[src/rtl/muldiv_seq.sv]
// muldiv_seq: iterative multiply/divide unit with architectural HI/LO registers.
// Shift-add multiply and restoring divide, one bit per clock, over 32 cycles.
// MTHI/MTLO write HI/LO directly in a single cycle.
module muldiv_seq #(
    parameter int W = 32
) (
    input  logic         clk,
    input  logic         rst_n,
    input  logic         start,
    input  logic [2:0]   op,
    input  logic [W-1:0] x,
    input  logic [W-1:0] y,
    input  logic         cancel,
    output logic         busy,
    output logic         done,
    output logic [W-1:0] hi,
    output logic [W-1:0] lo
);

    localparam logic [0:0] ST_IDLE = 1'b0;
    localparam logic [0:0] ST_CALC = 1'b1;
    localparam logic [5:0] LAST    = 6'(W - 1);

    logic [0:0]   r_state;
    logic [5:0]   r_count;
    logic         r_done;
    logic         r_isDiv;
    logic         r_negLo;
    logic         r_negHi;
    logic         r_divZero;
    logic [W-1:0] r_opB;
    logic [W-1:0] r_upper;
    logic [W-1:0] r_lower;
    logic [W-1:0] r_hi;
    logic [W-1:0] r_lo;

    logic         w_xNeg;
    logic         w_yNeg;
    logic [W-1:0] w_xAbs;
    logic [W-1:0] w_yAbs;
    logic [W-1:0] w_addend;
    logic [W:0]   w_mulSum;
    logic [W:0]   w_shifted;
    logic         w_fits;
    logic [W-1:0] w_diff;
    logic [W-1:0] w_nextUpper;
    logic [W-1:0] w_nextLower;
    logic [2*W-1:0] w_prod;
    logic [2*W-1:0] w_prodFinal;
    logic [W-1:0] w_quotFinal;
    logic [W-1:0] w_remFinal;

    // Operand magnitudes, one iteration step of either algorithm, and the sign-corrected final results
    always_comb begin
        w_xNeg = op[0] & x[W-1];
        w_yNeg = op[0] & y[W-1];
        w_xAbs = w_xNeg ? -x : x;
        w_yAbs = w_yNeg ? -y : y;

        // multiply: upper accumulates the multiplicand when the current multiplier bit is set,
        // then the whole {upper,lower} pair shifts right by one
        w_addend = r_lower[0] ? r_opB : '0;
        w_mulSum = {1'b0, r_upper} + {1'b0, w_addend};

        // restoring divide: shift the next dividend bit into the partial remainder and try the subtraction;
        // when it fits the difference is below the divisor, so W bits hold it exactly
        w_shifted = {r_upper, r_lower[W-1]};
        w_fits    = (w_shifted >= {1'b0, r_opB});
        w_diff    = w_shifted[W-1:0] - r_opB;

        if (r_isDiv) begin
            w_nextUpper = w_fits ? w_diff : w_shifted[W-1:0];
            w_nextLower = {r_lower[W-2:0], w_fits};
        end else begin
            w_nextUpper = w_mulSum[W:1];
            w_nextLower = {w_mulSum[0], r_lower[W-1:1]};
        end

        w_prod      = {w_nextUpper, w_nextLower};
        w_prodFinal = r_negLo ? -w_prod : w_prod;
        // a zero divisor yields an all-ones quotient regardless of signs; the remainder path already returns x
        w_quotFinal = r_divZero ? '1 : (r_negLo ? -w_nextLower : w_nextLower);
        w_remFinal  = r_negHi ? -w_nextUpper : w_nextUpper;
    end

    // Control FSM, operand latching, iteration registers and the architectural HI/LO
    always_ff @(posedge clk or negedge rst_n) begin
        if (!rst_n) begin
            r_state   <= ST_IDLE;
            r_count   <= '0;
            r_done    <= 1'b0;
            r_isDiv   <= 1'b0;
            r_negLo   <= 1'b0;
            r_negHi   <= 1'b0;
            r_divZero <= 1'b0;
            r_opB     <= '0;
            r_upper   <= '0;
            r_lower   <= '0;
            r_hi      <= '0;
            r_lo      <= '0;
        end else begin
            r_done <= 1'b0;
            case (r_state)
                ST_IDLE: begin
                    if (start) begin
                        if (!op[2]) begin
                            r_state   <= ST_CALC;
                            r_count   <= '0;
                            r_isDiv   <= op[1];
                            r_negLo   <= w_xNeg ^ w_yNeg;
                            r_negHi   <= w_xNeg;
                            r_divZero <= op[1] && (y == '0);
                            r_upper   <= '0;
                            r_opB     <= op[1] ? w_yAbs : w_xAbs;
                            r_lower   <= op[1] ? w_xAbs : w_yAbs;
                        end else if (!op[1]) begin
                            if (op[0]) begin
                                r_lo <= x;
                            end else begin
                                r_hi <= x;
                            end
                        end
                    end
                end
                ST_CALC: begin
                    if (cancel) begin
                        r_state <= ST_IDLE;
                    end else begin
                        r_count <= r_count + 6'd1;
                        r_upper <= w_nextUpper;
                        r_lower <= w_nextLower;
                        if (r_count == LAST) begin
                            r_state <= ST_IDLE;
                            r_done  <= 1'b1;
                            if (r_isDiv) begin
                                r_hi <= w_remFinal;
                                r_lo <= w_quotFinal;
                            end else begin
                                r_hi <= w_prodFinal[2*W-1:W];
                                r_lo <= w_prodFinal[W-1:0];
                            end
                        end
                    end
                end
                default: begin
                    r_state <= ST_IDLE;
                end
            endcase
        end
    end

    assign busy = (r_state == ST_CALC);
    assign done = r_done;
    assign hi   = r_hi;
    assign lo   = r_lo;

endmodule

[config.mk]
export PLATFORM = sky130hd
export DESIGN_NAME = muldiv_seq
export DESIGN_NICKNAME = d
export VERILOG_FILES = /design/src/rtl/muldiv_seq.sv
export SDC_FILE = /design/constraint.sdc
export NUM_CORES = 1
export LEC_CHECK = 0
export CELL_PAD_IN_SITES_DETAIL_PLACEMENT = 2
export CELL_PAD_IN_SITES_GLOBAL_PLACEMENT = 2
export CORE_UTILIZATION = 39
export CTS_BUF_LIST = sky130_fd_sc_hd__clkbuf_4 sky130_fd_sc_hd__clkbuf_8
export CTS_CLUSTER_SIZE = 12
export DETAILED_ROUTE_END_ITERATION = 12
export DONT_BUFFER_PORTS = 1
export PLACE_DENSITY = 0.89
export SYNTH_ARGS = -nofsm -noshare
export SYNTH_HDL_FRONTEND = slang
export SYNTH_SLANG_ARGS = --single-unit
[constraint.sdc]
create_clock -name clk -period 4.9 [get_ports clk]
set_clock_uncertainty 0.1 [all_clocks]
set_input_delay 0.735 -clock clk [delete_from_list [all_inputs] [get_ports clk]]
set_output_delay 0.735 -clock clk [all_outputs]
set_load 0.01 [all_outputs]
==> results.md <==
* Outcome: complete, no violations
* Slew HR at 9.36%
* Worst setup margin at 30.5 ps
* Most frequent cells in the layout: nand2_1 (251), nor2_1 (219), a21oi_1 (203), o21ai_0 (202), dfrtp_1 (167)
* Number of global-route vias before repair at 20500
* MaxCap Viol Count at 0
* Initial antenna violation count at 10
* Post-DR vias/cell at 7.18
* Area grow syn2layout at 12.9%
* Total chip power at 13.1 mW
* CTS Buffer Depth at 2
* Largest net degree at the start of global routing at 173
* Starting Density at 39.6%
* Arrival time worst endpoint at 5220 ps
* Cell row count at 74
* CTS Buf Count at 17
* Max IR drop VDD at 275 uV
* Clock share of power at 10.6%
* Non-Filler Instances at 2733
* EDFF count, synth at 0
* Clock latency on the worst-skew pair at 580 ps
* Top-Level Pins at 137
* Mean Syn Cell Area at 7.52 um^2
* Routed WL at 97.0 mm
* Clk pin slew, worst setup/hold paths at 140 ps
* Register area share after synthesis at 26.5%
* YS warnings at 0
* Iter 0 DRT Violations at 2010
* Register Area at 0.00432 mm^2
* Fraction of registers with async set/reset at 100%
* Static leakage power at 7.43 nW
* Clk sinks at 172
* Largest fanout on the critical path at 7
* Commonest non-fill, non-tap cell in the layout: nand2_1
* Dpl hpwl at 66.0 mm
* Vias post-DR at 19600
* Routed Antenna Nets at 0
* Final instance area at 0.0183 mm^2
* Layout filler cell count at 4647
* Switching share of total power at 56.5%
* Min-delay worst type: in -> async
* Kind of critical path: reg -> reg
* Pre-CTS setup slack at -222 ps
* Tightest Pin Transition at 1350 ps
* CP endpoint kind: register
* First-pass DRT Iterations at 8
* Placed cell areas at 0.0172 mm^2
* Seq pwr share at 19.8%
* H-Tree Level Count at 4
* RePlAce Congestion at 1.00
* Part of the cycle the worst path needs at 99.4%
* Root Buffer: clkbuf_8
* Crit path launch type: register
* Synth unique cells at 97
* Hold Fails Final Rpt at 0
* Commonest register cell after synthesis: dfrtp_1
* Layout net count at 2322
* CP Data Required Time at 5250 ps
* CTS tree: done
* Fin crit period at 4870 ps
* Utilization after layout at 44.7%
* Ratio of cells with drive above 1 in the final layout at 13.4%
* Core area at 0.0409 mm^2
* FF+latch count, synth at 172
* Cell Area, Synth at 0.0162 mm^2
* Die Area at 0.0424 mm^2
* Total GRT Usage at 43.9%
* Post-Syn Nets at 2300
* Multi-input gate area at 0.0115 mm^2
* Pwr Density at 717 mW/mm^2
* DR DRC count at 0
* GRT overflow at 0
* Setup TNS after final layout at 0 ps
* Post-synthesis instance total at 2158
* Placed cell count at 2671
* Pint at 5.71 mW
* Power share of the combinational group at 69.7%
* WL per Instance at 35.5 um
* First-pass GRT wire length at 136 mm
* Final setup viols at 0
* I/O Buffers at 0
* Switching power at 7.43 mW
* R2R depth at 19
* DIE WIDTH at 206 um
* Max Slew Vio Count at 0
* WHS at 101 ps
* Die Y at 206 um
* Fmax at 205 MHz
## timing repair
item,CTS,global route
setup endpoints to repair,22,26
pin swaps,5,18
buffers inserted,6,14
cloned,0,1
hold buffers,1,0
gates resized for setup,26,62
hold endpoints to repair,172,0
## metal layers
metal  wire (um)  vias up  global-route usage (%)
met4        9510       10                    36.7
met5         153        -                       0
met1       34400     9804                    47.5
li1            -     7884                       -
met2       43600     1347                    70.2
met3        9380      588                    13.7
## registers in the layout, summed over array words and instances, names as in the netlist
| name | cells |
|---|---|
| lo | 32 |
| r_divZero | 1 |
| r_upper | 32 |
| busy | 1 |
| hi | 32 |
| r_negLo | 1 |
| done | 1 |
| r_opB | 32 |
| r_isDiv | 1 |
| r_lower | 32 |
| r_negHi | 1 |
| r_count | 6 |
## power by group through the flow
stage | Clock [mW] | Combinational (mW) | Sequential [mW]
floorplan | 0 | 4.89 | 2.27
global placement | 0 | 7.44 | 2.49
detailed placement | 0 | 7.84 | 2.53
CTS | 1.37 | 8.31 | 2.54
global route | 1.42 | 9.51 | 2.60
finish | 1.39 | 9.16 | 2.60
## cell families after synthesis
logic type	Yosys count	synth area share, %
adders and majority gates	71	5.57
DFF	172	26.5
muxes	61	3.89
AOI/OAI and AO/OA	720	28.2
xor gates and xnor gates	159	8.58
and+or+nand+nor	768	22.2
buffers and inverters	207	5.09
## area by class of cell
class / count / area share [%]
repair buffers: 131 / 5.66
inverters: 78 / 1.60
well taps: 532 / 3.63
multi-input cells: 1780 / 62.7
diodes: 8 / 0.109
flip-flops and latches: 172 / 23.6
clock buffers: 19 / 1.39
clock inverters: 13 / 1.29
## final timing paths
kind | start | endpoint | slack [ps]
max | r_lower[31]$_DFFE_PN0P_ | hi[24]$_DFFE_PN0P_ | 30
min | rst_n | lo[31]$_DFFE_PN0P_ | 100
max reg2reg | r_lower[31]$_DFFE_PN0P_ | hi[24]$_DFFE_PN0P_ | 30
min reg2reg | r_opB[30]$_DFFE_PN0P_ | r_opB[30]$_DFFE_PN0P_ | 420
max in group asynchronous | rst_n | busy$_DFF_PN0_ | 3650
min in group clk | x[9] | lo[9]$_DFFE_PN0P_ | 250
## Yosys cell counts (14+ instances only)
| master | n | share of area (%) |
|---|---|---|
| nor3_1 | 46 | 1.4 |
| inv_1 | 75 | 1.7 |
| xnor2_1 | 97 | 5.2 |
| buf_2 | 15 | 0.46 |
| dfrtp_1 | 172 | 27 |
| nor2_1 | 222 | 5.1 |
| nand2_1 | 255 | 5.9 |
| ha_1 | 69 | 5.3 |
| a31oi_1 | 41 | 1.6 |
| or3_1 | 19 | 0.73 |
| o21a_1 | 17 | 0.79 |
| nand4_1 | 31 | 1.2 |
| clkbuf_1 | 93 | 2.2 |
| xor2_1 | 62 | 3.3 |
| a211oi_1 | 26 | 1.2 |
| nor2b_1 | 14 | 0.54 |
| nor4_1 | 17 | 0.66 |
| o221ai_1 | 20 | 1.1 |
| and2_1 | 39 | 1.5 |
| mux2i_1 | 45 | 2.8 |
| a21o_1 | 22 | 1.0 |
| nand3_1 | 54 | 1.7 |
| a21oi_1 | 208 | 6.4 |
| o211ai_1 | 23 | 1.1 |
| o31ai_1 | 29 | 1.3 |
| mux2_2 | 16 | 1.1 |
| buf_1 | 16 | 0.37 |
| o21ai_0 | 207 | 6.4 |
## critical path, cell delays in order, from the launching register on
cell,delay [ps]
dfrtp_2,450
inv_2,100
ha_2,220
inv_1,110
fa_2,380
a21o_1,210
a221o_1,440
buf_4,180
and4_1,220
or3_1,350
o311ai_0,140
a31oi_2,250
a21oi_2,220
nand4_2,200
buf_4,240
nor4_2,280
nand2_1,150
and3_1,200
nor3_1,200
o21ai_1,100
(Power assumes the default switching activity.)
